==> src/rtl/mips_pkg.sv <==
// Shared MIPS pipeline constants and the fetch-buffer entry type.
package mips_pkg;

  localparam int WORD_W = 32;

  localparam logic [WORD_W-1:0] RESET_PC_DEFAULT = 32'h0000_3000;
  localparam logic [WORD_W-1:0] NOP              = 32'h0000_0000;

  typedef struct packed {
    logic [WORD_W-1:0] pc;
    logic [WORD_W-1:0] instr;
  } fetch_entry_t;

endpackage

==> src/rtl/fetch_stage_if.sv <==
// Instruction-memory port of the fetch stage: request handshake plus in-order response.
interface fetch_stage_if;
  import mips_pkg::*;

  logic              imem_req_valid;
  logic [WORD_W-1:0] imem_req_addr;
  logic              imem_req_ready;
  logic              imem_resp_valid;
  logic [WORD_W-1:0] imem_resp_data;

  modport master (
    output imem_req_valid, imem_req_addr,
    input  imem_req_ready, imem_resp_valid, imem_resp_data
  );

  modport slave (
    input  imem_req_valid, imem_req_addr,
    output imem_req_ready, imem_resp_valid, imem_resp_data
  );

endinterface

==> src/rtl/fetch_buffer.sv <==
// DEPTH-entry FIFO of {pc, instr} returned words; clear empties it, trim keeps only the head.
module fetch_buffer
  import mips_pkg::*;
#(
  parameter int DEPTH = 2
) (
  input  logic                       clk,
  input  logic                       rst_n,
  input  logic                       push,
  input  fetch_entry_t               push_entry,
  input  logic                       pop,
  input  logic                       clear,
  input  logic                       trim,
  output fetch_entry_t               head,
  output logic [$clog2(DEPTH+1)-1:0] count
);

  localparam int CW = $clog2(DEPTH + 1);
  localparam int PW = $clog2(DEPTH);

  fetch_entry_t    mem [DEPTH];
  logic [PW-1:0]   rd_ptr;
  logic [PW-1:0]   wr_ptr;

  function automatic logic [PW-1:0] wrap_inc(input logic [PW-1:0] p);
    return (p == PW'(DEPTH - 1)) ? '0 : p + 1'b1;
  endfunction

  assign head = mem[rd_ptr];

  // NOTE: storage is deliberately not reset; count gates every read, so stale words are never used.
  always_ff @(posedge clk) begin
    if (push && !clear && !trim) mem[wr_ptr] <= push_entry;
  end

  // NOTE: sequential state is written with <= so every register samples pre-edge values.
  always_ff @(posedge clk) begin
    if (!rst_n) begin
      rd_ptr <= '0;
      wr_ptr <= '0;
      count  <= '0;
    end else if (clear) begin
      rd_ptr <= '0;
      wr_ptr <= '0;
      count  <= '0;
    end else if (trim) begin
      if (count != '0) begin
        wr_ptr <= wrap_inc(rd_ptr);
        count  <= CW'(1);
      end
    end else begin
      if (push) wr_ptr <= wrap_inc(wr_ptr);
      if (pop)  rd_ptr <= wrap_inc(rd_ptr);
      count <= count + CW'(push) - CW'(pop);
    end
  end

endmodule

==> src/rtl/fetch_stage.sv <==
// MIPS IF stage: owns the PC and IF/ID, issues credit-limited in-order fetches, obeys stalls/redirects.
// Optional build macro BRANCH_DELAY_SLOT_EN keeps the delay-slot instruction across a redirect.
module fetch_stage
  import mips_pkg::*;
#(
  parameter logic [WORD_W-1:0] RESET_PC        = RESET_PC_DEFAULT,
  parameter int                MAX_OUTSTANDING = 2
) (
  input  logic              clk,
  input  logic              rst_n,
  input  logic              pc_write,
  input  logic              ir_write,
  input  logic              redirect_valid,
  input  logic [WORD_W-1:0] redirect_pc,
  fetch_stage_if.master     imem,
  output logic              if_id_valid,
  output logic [WORD_W-1:0] if_id_instr,
  output logic [WORD_W-1:0] if_id_pc4
);

  localparam int             CW    = $clog2(MAX_OUTSTANDING + 1);
  localparam logic [CW:0]    MAX_C = MAX_OUTSTANDING[CW:0];

  logic [WORD_W-1:0] fetch_pc;
  logic [WORD_W-1:0] resp_pc;
  logic [CW-1:0]     outstanding, outstanding_next;
  logic [CW-1:0]     discard_cnt, discard_next;
  logic [CW-1:0]     occupancy;
  logic              req_fire, resp, kept, avail, take;
  logic              buf_push, buf_pop, buf_clear, buf_trim;
  fetch_entry_t      head, buf_head, resp_entry;

  assign resp       = imem.imem_resp_valid;
  assign resp_entry = '{pc: resp_pc, instr: imem.imem_resp_data};

  // Credits cover both in-flight requests and buffered words, so the buffer can never overflow.
  assign imem.imem_req_valid = rst_n & pc_write & ~redirect_valid &
                               (({1'b0, outstanding} + {1'b0, occupancy}) < MAX_C);
  assign imem.imem_req_addr  = fetch_pc;
  assign req_fire            = imem.imem_req_valid & imem.imem_req_ready;

  assign kept             = resp & (discard_cnt == '0);
  assign outstanding_next = outstanding + CW'(req_fire) - CW'(resp);
  assign discard_next     = (resp && discard_cnt != '0) ? discard_cnt - 1'b1 : discard_cnt;

  // An arriving word bypasses an empty buffer straight into IF/ID.
  assign avail = (occupancy != '0) | kept;
  assign head  = (occupancy != '0) ? buf_head : resp_entry;
  assign take  = ir_write & avail;

`ifdef BRANCH_DELAY_SLOT_EN
  logic              pend_valid, jump_pending;
  logic [WORD_W-1:0] pend_pc, jump_pc;
  logic [CW-1:0]     tail_kill, live;

  assign live = outstanding_next - discard_next;
`endif

  always_comb begin
    // NOTE: every output gets a default first so no path through the block infers a latch.
    buf_push  = kept & ~(take & (occupancy == '0));
    buf_pop   = take & (occupancy != '0);
    buf_clear = 1'b0;
    buf_trim  = 1'b0;
    if (redirect_valid) begin
`ifdef BRANCH_DELAY_SLOT_EN
      buf_pop   = 1'b0;
      buf_clear = take;
      buf_trim  = ~take & (occupancy != '0);
      buf_push  = ~take & (occupancy == '0) & kept;
`else
      buf_push  = 1'b0;
      buf_pop   = 1'b0;
      buf_clear = 1'b1;
`endif
    end
  end

  fetch_buffer #(.DEPTH(MAX_OUTSTANDING)) u_fetch_buffer (
    .clk        (clk),
    .rst_n      (rst_n),
    .push       (buf_push),
    .push_entry (resp_entry),
    .pop        (buf_pop),
    .clear      (buf_clear),
    .trim       (buf_trim),
    .head       (buf_head),
    .count      (occupancy)
  );

  always_ff @(posedge clk) begin
    if (!rst_n) begin
      if_id_valid <= 1'b0;
      if_id_instr <= NOP;
      if_id_pc4   <= '0;
`ifdef BRANCH_DELAY_SLOT_EN
`else
    end else if (redirect_valid) begin
      if_id_valid <= 1'b0;
      if_id_instr <= NOP;
`endif
    end else if (ir_write) begin
      if_id_valid <= avail;
      if_id_instr <= avail ? head.instr : NOP;
      if (avail) if_id_pc4 <= head.pc + 32'd4;
    end
  end

  always_ff @(posedge clk) begin
    if (!rst_n) begin
      fetch_pc     <= RESET_PC;
      resp_pc      <= RESET_PC;
      outstanding  <= '0;
      discard_cnt  <= '0;
`ifdef BRANCH_DELAY_SLOT_EN
      pend_valid   <= 1'b0;
      pend_pc      <= '0;
      jump_pending <= 1'b0;
      jump_pc      <= '0;
      tail_kill    <= '0;
`endif
    end else begin
      outstanding <= outstanding_next;
      discard_cnt <= discard_next;
      if (req_fire) fetch_pc <= fetch_pc + 32'd4;
      if (kept)     resp_pc  <= resp_pc + 32'd4;
`ifdef BRANCH_DELAY_SLOT_EN
      if (redirect_valid) begin
        if (avail) begin
          // Delay slot is in hand: everything still in flight is wrong-path.
          fetch_pc     <= redirect_pc;
          resp_pc      <= redirect_pc;
          discard_cnt  <= outstanding_next;
          jump_pending <= 1'b0;
        end else begin
          jump_pending <= 1'b1;
          jump_pc      <= redirect_pc;
          if (live != '0) begin
            fetch_pc  <= redirect_pc;
            tail_kill <= live - 1'b1;
          end else begin
            pend_valid <= 1'b1;
            pend_pc    <= redirect_pc;
            tail_kill  <= '0;
          end
        end
      end else begin
        if (req_fire && pend_valid) begin
          fetch_pc   <= pend_pc;
          pend_valid <= 1'b0;
        end
        // The delay slot has arrived; drop the sequential words behind it and follow the target.
        if (kept && jump_pending) begin
          resp_pc      <= jump_pc;
          jump_pending <= 1'b0;
          discard_cnt  <= tail_kill;
          tail_kill    <= '0;
        end
      end
`else
      if (redirect_valid) begin
        fetch_pc    <= redirect_pc;
        resp_pc     <= redirect_pc;
        discard_cnt <= outstanding_next;
      end
`endif
    end
  end

  resp_needs_request: assert property (@(posedge clk) disable iff (!rst_n) resp |-> outstanding != '0)
    else $error("imem response with no request outstanding");

endmodule
==> src/flat_wrapper.sv <==
// flat-port wrapper written by rule: the top's interface ports become plain ports
module fetch_stage_flat import mips_pkg::*;
#(
  parameter logic [WORD_W-1:0] RESET_PC        = RESET_PC_DEFAULT,
  parameter int                MAX_OUTSTANDING = 2
)
  (clk, rst_n, pc_write, ir_write, redirect_valid, redirect_pc, if_id_valid, if_id_instr, if_id_pc4, imem_imem_req_valid, imem_imem_req_addr, imem_imem_req_ready, imem_imem_resp_valid, imem_imem_resp_data);
  fetch_stage_if imem_i ();
  input  logic clk;
  input  logic rst_n;
  input  logic pc_write;
  input  logic ir_write;
  input  logic redirect_valid;
  input  logic [WORD_W-1:0] redirect_pc;
  output logic if_id_valid;
  output logic [WORD_W-1:0] if_id_instr;
  output logic [WORD_W-1:0] if_id_pc4;
  output wire logic [$bits(imem_i.imem_req_valid)-1:0] imem_imem_req_valid;
  output wire logic [$bits(imem_i.imem_req_addr)-1:0] imem_imem_req_addr;
  input wire logic [$bits(imem_i.imem_req_ready)-1:0] imem_imem_req_ready;
  input wire logic [$bits(imem_i.imem_resp_valid)-1:0] imem_imem_resp_valid;
  input wire logic [$bits(imem_i.imem_resp_data)-1:0] imem_imem_resp_data;
  assign imem_imem_req_valid = imem_i.imem_req_valid;
  assign imem_imem_req_addr = imem_i.imem_req_addr;
  assign imem_i.imem_req_ready = imem_imem_req_ready;
  assign imem_i.imem_resp_valid = imem_imem_resp_valid;
  assign imem_i.imem_resp_data = imem_imem_resp_data;
  fetch_stage #(.RESET_PC(RESET_PC), .MAX_OUTSTANDING(MAX_OUTSTANDING)) u_core (.clk(clk), .rst_n(rst_n), .pc_write(pc_write), .ir_write(ir_write), .redirect_valid(redirect_valid), .redirect_pc(redirect_pc), .imem(imem_i), .if_id_valid(if_id_valid), .if_id_instr(if_id_instr), .if_id_pc4(if_id_pc4));
endmodule
==> config.mk <==
export PLATFORM = sky130hd
export DESIGN_NAME = fetch_stage_flat
export DESIGN_NICKNAME = d
export VERILOG_FILES = /design/src/rtl/mips_pkg.sv /design/src/rtl/fetch_stage_if.sv /design/src/rtl/fetch_buffer.sv /design/src/rtl/fetch_stage.sv /design/src/flat_wrapper.sv
export SDC_FILE = /design/constraint.sdc
export NUM_CORES = 1
export LEC_CHECK = 0
export CAP_MARGIN = 20
export CORE_ASPECT_RATIO = 0.8
export CORE_MARGIN = 4
export CORE_UTILIZATION = 52
export DETAILED_ROUTE_END_ITERATION = 12
export GPL_ROUTABILITY_DRIVEN = 1
export HOLD_SLACK_MARGIN = 0.08
export PLACE_DENSITY_LB_ADDON = 0.2
export REMOVE_ABC_BUFFERS = 1
export SYNTH_ARGS = -nofsm -noshare
export SYNTH_HDL_FRONTEND = slang
export SYNTH_HIERARCHICAL = 1
export SYNTH_SLANG_ARGS = --single-unit
==> constraint.sdc <==
create_clock -name clk -period 11.3 [get_ports clk]
set_input_delay 1.13 -clock clk [delete_from_list [all_inputs] [get_ports clk]]
set_output_delay 1.13 -clock clk [all_outputs]
set_load 0.02 [all_outputs]
==> impl_results.md, run 1 <==
- Initial Util: 0.5277
- Async SR Flop Fraction: 0
- Pre-antenna DRT Iters: 6
- Postcts setup bufs: 0
- Required @ worst endpoint: 11.72 ns
- Post-CTS Resized: 0
- Total routed wirelength: 30.65 mm
- Outcome: finished, final reports clean
- Final setup TNS: 0 ns
- RR Startpoint: u_core/u_fetch_buffer/count[0]$_SDFFE_PP0P_
- Slew headroom: 0.2585
- Synth cell types: 77
- Post-synth top cells: dfxtp_1, edfxtp_1, nand2_1, nor2_1
- Initial antenna violation count: 0
- CTS Hold Buffers Added: 0
- Layout cells sized above 1: 0.1140
- Hold Vio Cnt, Final: 0
- Total CTS buffers: 27
- Mapped Area: 0.01279 sq mm
- Mapped Cells: 1176
- WL per Instance: 18.66 microns
- Final Util: 0.6340
- Worst setup SP type: flop
- WHS: 0.4510 ns
- Max clock buf depth: 3
- Die area: 0.02719 sq mm
- Yosys top cell by area: edfxtp_1
- Syn avg cell area: 10.88 sq um
- Fin cells: 1642
- Ranking of synthesized cells by area: edfxtp_1, dfxtp_1, mux2_4, nand2_1, a211oi_1
- CP Capture Type: flop
- Pre-CTS WS: 6.546 ns
- Worst-path fanout max: 40
- CTS tree: built
- Placed cells: 1591
- Worst Path Arrival: 4.81 ns
- Root Driver: clkbuf_16
- Row count: 51
- Pin count of the biggest net entering global routing: 77
- CP Class: flop to flop
- Fmax: 227.7 MHz
- Number of synthesized register bits: 266
- Drt drc: 0
- RSZ-0062 raised after global routing: false
- Yosys Warn Count: 6
- Peak VDD IR: 0.0001101 V
- Ports: 169
- Post-synth top area share: 0.3004
- Vias in the first global route: 9314
- # Max-Cap Violations: 0
- Max-slew violations: 0
- Final setup fails: 0
- H-Tree Depth: 1
- Die extent in y: 148.3 microns
- Final Cycle Share: 0.3886
- Sequential fraction of the synthesis area: 0.5163
- Top_reg_cell synth: dfxtp_1
- Clock Latency Late Sink: 0.53 ns
- Pwr dens: 139.8 mW/mm^2
- Clk pin slew, worst setup/hold paths: 0.06 ns
- LEAKAGE: 5.248 nW
- Nets: 1383
- Post-synth EDFFs: 128
- First-pass GRT wire length: 49.47 mm
- Hpwl dp: 20.07 mm
- Vias per Instance: 5.985
- Ant. Diodes: 0
- Clock sink count: 266
- Routed Antenna Nets: 0
- Post-route clock skew: 0.01213 ns
- Crit path from: u_core/u_fetch_buffer/count[0]$_SDFFE_PP0P_
- Initial DRC count: 795
- Gr usage total: 0.2198
- Hold Startpoint: u_core/if_id_pc4[5]$_SDFFE_PN0P_
- Via count: 9828
- Hold Path Class: flop to flop
- PortBufs: 168
- Measured slew at the worst slew-check pin: 1.106 ns
- Min cycle time layout: 4.391 ns
- GPL Wtd Cong: 0.8344
- Layout area overhead: 20.15%
- Final WS setup: 6.909 ns
- Core Footprint: 0.02425 sq mm
- Die width: 183.4 microns
- GRT Residual Overflow: 0
- Cell with the most instances after synthesis: dfxtp_1
-- final timing paths --
| kind | depth (start not counted) | slack, ns | to |
|---|---|---|---|
| worst max-delay path | 13 | 6.91 | u_core/discard_cnt[1]$_SDFFE_PN0P_ |
| worst min-delay path | 2 | 0.45 | u_core/if_id_pc4[5]$_SDFFE_PN0P_ |
| worst max register to register | 13 | 6.91 | u_core/discard_cnt[1]$_SDFFE_PN0P_ |
| worst min register to register | 2 | 0.45 | u_core/if_id_pc4[5]$_SDFFE_PN0P_ |
-- report_power, final --
| part | switching, W | internal, W |
|---|---|---|
| Combinational | 0.000124 | 0.0000994 |
| Sequential | 0.0000348 | 0.00104 |
| Clock | 0.000354 | 0.000498 |
-- layout make-up --
| cell class | count | area, sq um |
|---|---|---|
| Multi-Input combinational cell | 810 | 5668 |
| Inverter | 13 | 48.80 |
| Sequential cell | 266 | 6610 |
| Fill cell | 1923 | 8875 |
| Clock buffer | 41 | 778.2 |
| Tap cell | 318 | 397.9 |
| Timing Repair Buffer | 185 | 1794 |
| Clock inverter | 9 | 76.32 |
-- metrics by stage --
stage / area (sq um) / total power (W)
global placement: 14510 / 0.001312
CTS: 15370 / 0.002168
global route: 15370 / 0.002235
finish: 15370 / 0.002150
floorplan: 12300 / 0.001205
detailed placement: 14510 / 0.001316
-- per-layer routing --
layer / up-vias / track usage / part of all wire
met3: 37 / 0.03692 / 0.070
li1: 4714 / - / -
met2: 384 / 0.3352 / 0.44
met1: 4693 / 0.3334 / 0.48
met4: 0 / 0.04468 / 0.014
met5: - / 0 / 0
-- placed cells by master (no fill, tap or decap), drive strengths merged, types with 10 or more instances in the layout --
cell type and count:
a211oi 43, a21oi 61, a22oi 37, a31oi 12
and2 16, and3 17, and4 10, buf 20
clkbuf 41, clkdlybuf4s50 165, dfxtp 138, edfxtp 128
inv 14, mux2 74, mux2i 20, nand2 95
nand3 52, nand4 41, nor2 86, nor3 17
o211ai 16, o21ai 49, o311ai 10, xnor2 21
xor2 23
-- critical path, cell delays in order, from the launching register on --
cell and delay, ns:
dfxtp_1 0.31, buf_4 0.33, and2_1 0.20, fa_1 0.42, nor3b_1 0.36, and3_1 0.79
inv_1 0.58, ha_1 0.45, inv_1 0.04, ha_1 0.18, xor2_1 0.17, and2_1 0.15
nor3_1 0.05, a22o_1 0.25
-- flip-flops by register name (all words and copies together) (netlist names), 2 cells and up, named ones only --
name and cells:
u_core/discard_cnt 2, u_core/if_id_instr 32, u_core/if_id_pc4 32, u_core/imem.imem_req_addr 32, u_core/outstanding 2, u_core/resp_pc 32, u_core/u_fetch_buffer/count 2, u_core/u_fetch_buffer/mem 128
-- cells by family after synthesis --
group           Yosys count  share of synthesized area
fa+ha+maj                 9                   0.009388
flops                   266                     0.5163
buf+inv                 100                    0.04225
mux                      94                    0.09838
compound gates          272                     0.1439
simple gates            390                     0.1593
xor+xnor                 44                    0.03012
other cells               1                  0.0002931
Note: power is estimated with default switching activity, not from simulation.
==> run 2: changes to the inputs <==
--- a/config.mk
+++ b/config.mk
@@ -8,7 +8,7 @@
 export CAP_MARGIN = 20
 export CORE_ASPECT_RATIO = 0.8
 export CORE_MARGIN = 4
-export CORE_UTILIZATION = 52
+export CORE_UTILIZATION = 50
 export DETAILED_ROUTE_END_ITERATION = 12
 export GPL_ROUTABILITY_DRIVEN = 1
 export HOLD_SLACK_MARGIN = 0.08
==> constraint.sdc (replaced) <==
create_clock -name clk -period 3.5 [get_ports clk]
set_input_delay 0.35 -clock clk [delete_from_list [all_inputs] [get_ports clk]]
set_output_delay 0.35 -clock clk [all_outputs]
set_load 0.02 [all_outputs]
==> impl_results.md, run 2 (synthesized netlist as in run 1, its figures left out) <==
- Outcome: finished, final reports clean
- Gr usage total: 0.2183 (-0.001484)
- Total CTS buffers: 25 (-7.4%)
- Slew headroom: 0.3991 (+0.1405)
- Design Area, Final: 0.01552 sq mm (+0.98%)
- Commonest non-fill, non-tap cell in the layout: clkdlybuf4s50_1
- Commonest cells after routing, fill and taps aside: clkdlybuf4s50_1, dfxtp_1, edfxtp_1
- Post-CTS Resized: 0 (unchanged)
- Measured slew at the worst slew-check pin: 0.9014 ns (-0.2048 ns)
- Layout cells sized above 1: 0.1193 (+0.005231)
- Die width: 186.9 microns (+1.9%)
- RSZ-0062 raised after global routing: false
- Max-slew violations: 0 (unchanged)
- Routed Antenna Nets: 0 (unchanged)
- Hpwl dp: 21.80 mm (+8.6%)
- Nets: 1395 (+0.87%)
- Layout area overhead: 21.34%
- Root Driver: clkbuf_16
- Fillers: 2030 (+5.6%)
- # Max-Cap Violations: 0 (unchanged)
- WHS: 0.2817 ns (-0.1692 ns)
- Largest register FFs: 128 (unchanged)
- Die area: 0.02823 sq mm (+3.8%)
- Ant. Diodes: 0 (unchanged)
- Initial antenna violation count: 0 (unchanged)
- GRT Residual Overflow: 0 (unchanged)
- Final Cycle Share: 0.8439
- Hold Path Class: input port to flop
- Pre-antenna DRT Iters: 7 (+1)
- Core Footprint: 0.02524 sq mm (+4.1%)
- Max incr delay on CP: 0.61 ns (-0.18 ns)
- Vias in the first global route: 9230 (-0.90%)
- Most flop-heavy register: u_core/u_fetch_buffer/mem
- CP Class: flop to primary output
- Post-DP Area: 0.01466 sq mm (+1.0%)
- Drt drc: 0 (unchanged)
- Min cycle time layout: 2.954 ns
- PortBufs: 168 (unchanged)
- Ports: 169 (unchanged)
- Required @ worst endpoint: 3.15 ns (-8.57 ns)
- Pwr dens: 457.6 mW/mm^2 (+230%)
- Clock Latency Late Sink: 0.52 ns (about the same)
- Clk pin slew, worst setup/hold paths: 0.06 ns (about the same)
- Peak VDD IR: 0.0004550 V (+310%)
- Fmax: 338.6 MHz
- Post-route clock skew: 0.01106 ns (-0.001076 ns)
- Pre-CTS WS: 0.7018 ns (-5.845 ns)
- Final setup TNS: 0 ns (unchanged)
- Tot Pwr: 0.007104 W (+230%)
- First-pass GRT wire length: 50.43 mm (+1.9%)
- WL per Instance: 19.42 microns (+4.1%)
- Crit path cell chain: fa_1 -> nor3b_1 -> and2_1 -> clkdlybuf4s50_1
- Die extent in y: 151.1 microns (+1.9%)
- Final WS setup: 0.5465 ns (-6.363 ns)
- Initial Util: 0.5068 (-0.02082)
- Worst-path fanout max: 10 (-75%)
- Total routed wirelength: 32.19 mm (+5.0%)
- Vias per Instance: 5.987 (about the same)
- Worst Path Arrival: 2.60 ns (-2.21 ns)
- CTS tree: built
- Initial DRC count: 891 (+12%)
- Slack of the worst reg-to-reg path: 0.67 ns (-6.24 ns)
- CTS Hold Buffers Added: 0 (unchanged)
- Via count: 9920 (+0.94%)
- GPL Wtd Cong: 0.8991 (+7.8%)
- Row count: 52 (+2.0%)
- Worst path slowest cell: clkdlybuf4s50_1
- H-Tree Depth: 1 (unchanged)
- LEAKAGE: 5.320 nW (+1.4%)
- Worst setup SP type: flop
- Clock sink count: 266 (unchanged)
- Hold Vio Cnt, Final: 0 (unchanged)
- Max clock buf depth: 3 (unchanged)
- Final setup fails: 0 (unchanged)
- Pin count of the biggest net entering global routing: 75 (-2.6%)
- CP Capture Type: primary output
- Postcts setup bufs: 0 (unchanged)
run 2: routing by layer:
metal,global-route usage,routed length [microns]
met1,0.3331,15690
met2,0.3286,13570
met3,0.03687,2327
met4,0.04693,601
met5,0,0
run 2: path summary, 6_finish.rpt:
check,start,to,cells after the start
worst min-delay path,redirect_valid,u_core/discard_cnt[0]$_SDFFE_PN0P_,3
worst max-delay path,u_core/u_fetch_buffer/count[1]$_SDFFE_PP0P_,imem_imem_req_valid,4
worst max register to register,u_core/u_fetch_buffer/count[1]$_SDFFE_PP0P_,u_core/if_id_pc4[27]$_SDFFE_PN0P_,7
worst min register to register,u_core/if_id_pc4[4]$_SDFFE_PN0P_,u_core/if_id_pc4[4]$_SDFFE_PN0P_,2
run 2: through the flow:
stage | instances | utilization
2_1_floorplan | 1089 | -
3_3_place_gp | 1612 | 0.5806
3_5_place_dp | 1612 | 0.5806
4_1_cts | 1657 | 0.6150
5_1_grt | 1657 | 0.6150
6_report | 1657 | 0.6150
run 2: critical path: cells and delay by family (launching register included):
family	cells	cell delay, ns
buffers and inverters	1	0.61
flip-flops	1	0.53
adder cells (fa/ha/maj)	1	0.48
AND/OR/NAND/NOR	2	0.46
run 2: power by group:
part	leakage (nW)	switching (W)	internal, W
registers	2.31	0.000114	0.00336
clock network	0.416	0.00113	0.00176
logic	2.60	0.000413	0.000332
run 2: layout make-up:
class                      count  area (sq um)  share of cell area
sequential                   266          6610              0.4258
multi-input combinational    810          5668              0.3651
timing repair buffer         199          1924              0.1240
clock buffer                  32         651.9             0.04199
inverter                      13         48.80            0.003143
clock inverter                13         216.5             0.01394
tap                          324         405.4             0.02611
==> run 3: changes to the inputs <==
==> constraint.sdc (replaced) <==
create_clock -name clk -period 2.5 [get_ports clk]
set_input_delay 0.25 -clock clk [delete_from_list [all_inputs] [get_ports clk]]
set_output_delay 0.25 -clock clk [all_outputs]
set_load 0.02 [all_outputs]
==> impl_results.md, run 3 (synthesized netlist as in run 1, its figures left out) <==
- WL per Instance: 19.30 microns (-0.61%)
- Total CTS buffers: 27 (+8.0%)
- WHS: 0.2812 ns (-0.0005680 ns)
- Clock Latency Late Sink: 0.53 ns (about the same)
- CP Class: flop to flop
- Initial DRC count: 1156 (+30%)
- Hpwl dp: 23.41 mm (+7.4%)
- Die area: 0.02823 sq mm (unchanged)
- Slew headroom: 0.4939 (+0.09478)
- Min cycle time layout: 2.545 ns
- Via count: 10262 (+3.4%)
- Pwr dens: 611.6 mW/mm^2 (+34%)
- CTS tree: built
- Total routed wirelength: 33.44 mm (+3.9%)
- Peak VDD IR: 0.0004899 V (+7.7%)
- Pre-antenna DRT Iters: 6 (-1)
- Commonest cells after routing, fill and taps aside: clkdlybuf4s50_1, dfxtp_1, edfxtp_1
- Worst Path Arrival: 2.96 ns (+0.36 ns)
- GPL Wtd Cong: 0.9031 (+0.44%)
- H-Tree Depth: 1 (unchanged)
- Die width: 186.9 microns (unchanged)
- Pre-CTS WS: -0.1664 ns (-0.8682 ns)
- Routed Antenna Nets: 0 (unchanged)
- Core Footprint: 0.02524 sq mm (unchanged)
- Hold Path Class: input port to flop
- Largest register FFs: 128 (unchanged)
- Worst path slowest cell: fa_1
- Crit path cell chain: and2_4 -> fa_1 -> nor3b_2 -> and3_4 -> inv_2 -> ha_4 -> inv_4 -> ha_4 -> xor2_2 -> and2_4 -> nor3_4 -> a22o_1
- Fin cells: 1732 (+4.5%)
- Hold Vio Cnt, Final: 0 (unchanged)
- Worst-path fanout max: 3 (-7)
- Ant. Diodes: 0 (unchanged)
- Final setup fails: 1 (+1)
- Ports: 169 (unchanged)
- First-pass GRT wire length: 53.06 mm (+5.2%)
- Layout cells sized above 1: 0.1804 (+0.06112)
- Row count: 52 (unchanged)
- RSZ-0062 raised after global routing: true
- CP Capture Type: flop
- Tot Pwr: 0.009965 W (+40%)
- LEAKAGE: 5.729 nW (+7.7%)
- Measured slew at the worst slew-check pin: 0.7592 ns (-0.1422 ns)
- Die extent in y: 151.1 microns (unchanged)
- Pin count of the biggest net entering global routing: 75 (unchanged)
- Root Driver: clkbuf_16
- Initial antenna violation count: 0 (unchanged)
- Outcome: complete, but fails checks
- Max clock buf depth: 3 (unchanged)
- Placed cells: 1681 (+4.3%)
- Worst setup SP type: flop
- Initial Util: 0.5068 (unchanged)
- Vias per Instance: 5.925 (-1.0%)
- Most flop-heavy register: u_core/u_fetch_buffer/mem
- Commonest non-fill, non-tap cell in the layout: clkdlybuf4s50_1
- Drt drc: 0 (unchanged)
- Gr usage total: 0.2293 (+0.01096)
- # Max-Cap Violations: 0 (unchanged)
- Final Util: 0.6454 (+0.03043)
- Failing checks: negative setup slack
- Post-route clock skew: 0.01785 ns (+0.006794 ns)
- GRT Residual Overflow: 0 (unchanged)
- Max-slew violations: 0 (unchanged)
- Final WS setup: -0.04459 ns (-0.5911 ns)
- Clk pin slew, worst setup/hold paths: 0.06 ns (about the same)
- Fmax: 393.0 MHz
- Final Cycle Share: 1.018
- Vias in the first global route: 9762 (+5.8%)
- CTS Hold Buffers Added: 0 (unchanged)
- Nets: 1467 (+5.2%)
- Layout area overhead: 27.34%
- Clock sink count: 266 (unchanged)
- Max incr delay on CP: 0.45 ns (-0.16 ns)
- PortBufs: 168 (unchanged)
- Required @ worst endpoint: 2.91 ns (-0.24 ns)
-- run 3: cell count changes in the layout (fill, tap and decap cells not counted), sizes merged --
cell | before | now
clkinv | 6 | 10
clkinvlp | 1 | 2
clkbuf | 32 | 36
bufinv | 6 | 2
clkdlybuf4s50 | 165 | 164
inv | 13 | 14
buf | 34 | 104
-- run 3: through the flow --
step	setup TNS, ns	instance area [sq um]
3_3_place_gp	-0.04771	15320
5_1_grt	-0.7313	16290
4_1_cts	-0.03064	16260
6_report	-0.04459	16290
2_1_floorplan	-818.05	12300
3_5_place_dp	-0.2672	15320
-- run 3: worst paths after layout --
| path | start | endpoint | slack [ns] | depth (start not counted) |
|---|---|---|---|---|
| min | redirect_valid | u_core/discard_cnt[1]$_SDFFE_PN0P_ | 0.28 | 4 |
| max reg2reg | u_core/u_fetch_buffer/count[0]$_SDFFE_PP0P_ | u_core/discard_cnt[1]$_SDFFE_PN0P_ | -0.04 | 12 |
| min reg2reg | u_core/if_id_pc4[4]$_SDFFE_PN0P_ | u_core/if_id_pc4[4]$_SDFFE_PN0P_ | 0.45 | 2 |
| max | u_core/u_fetch_buffer/count[0]$_SDFFE_PP0P_ | u_core/discard_cnt[1]$_SDFFE_PN0P_ | -0.04 | 12 |
-- run 3: what timing repair did --
action	CTS	global route
buffers inserted	2	0
gates resized for setup	13	12
pin swaps	9	5
endpoints found under the setup margin	6	21
-- run 3: critical path, delay by kind of cell (launching register included) --
family,cells,cell delay (ns)
DFF,1,0.32
AOI/OAI and AO/OA,1,0.20
buffers and inverters,2,0.08
xor gates and xnor gates,1,0.16
and+or+nand+nor,5,0.82
adders and majority gates,3,0.86
-- run 3: area by class of cell --
type | instances | area, sq um
clock buffers | 35 | 745.7
repair buffers | 269 | 2603
well taps | 324 | 405.4
fillers | 1988 | 8951
flip-flops and latches | 266 | 6613
inverters | 13 | 51.30
multi-input cells | 810 | 5744
clock inverters | 15 | 131.4
-- run 3: power by group --
part           total [W]  switching (W)  internal, W  leakage (nW)
Sequential       0.00483       0.000128      0.00470          2.31
Combinational    0.00118       0.000639     0.000540          2.99
Clock            0.00396        0.00165      0.00231         0.427
Total            0.00997        0.00242      0.00755          5.73
-- run 3: metal layers --
metal / part of all wire / GRT usage
met1: 0.49 / 0.3465
met2: 0.42 / 0.3470
met3: 0.070 / 0.03986
met4: 0.021 / 0.05211
met5: 0 / 0
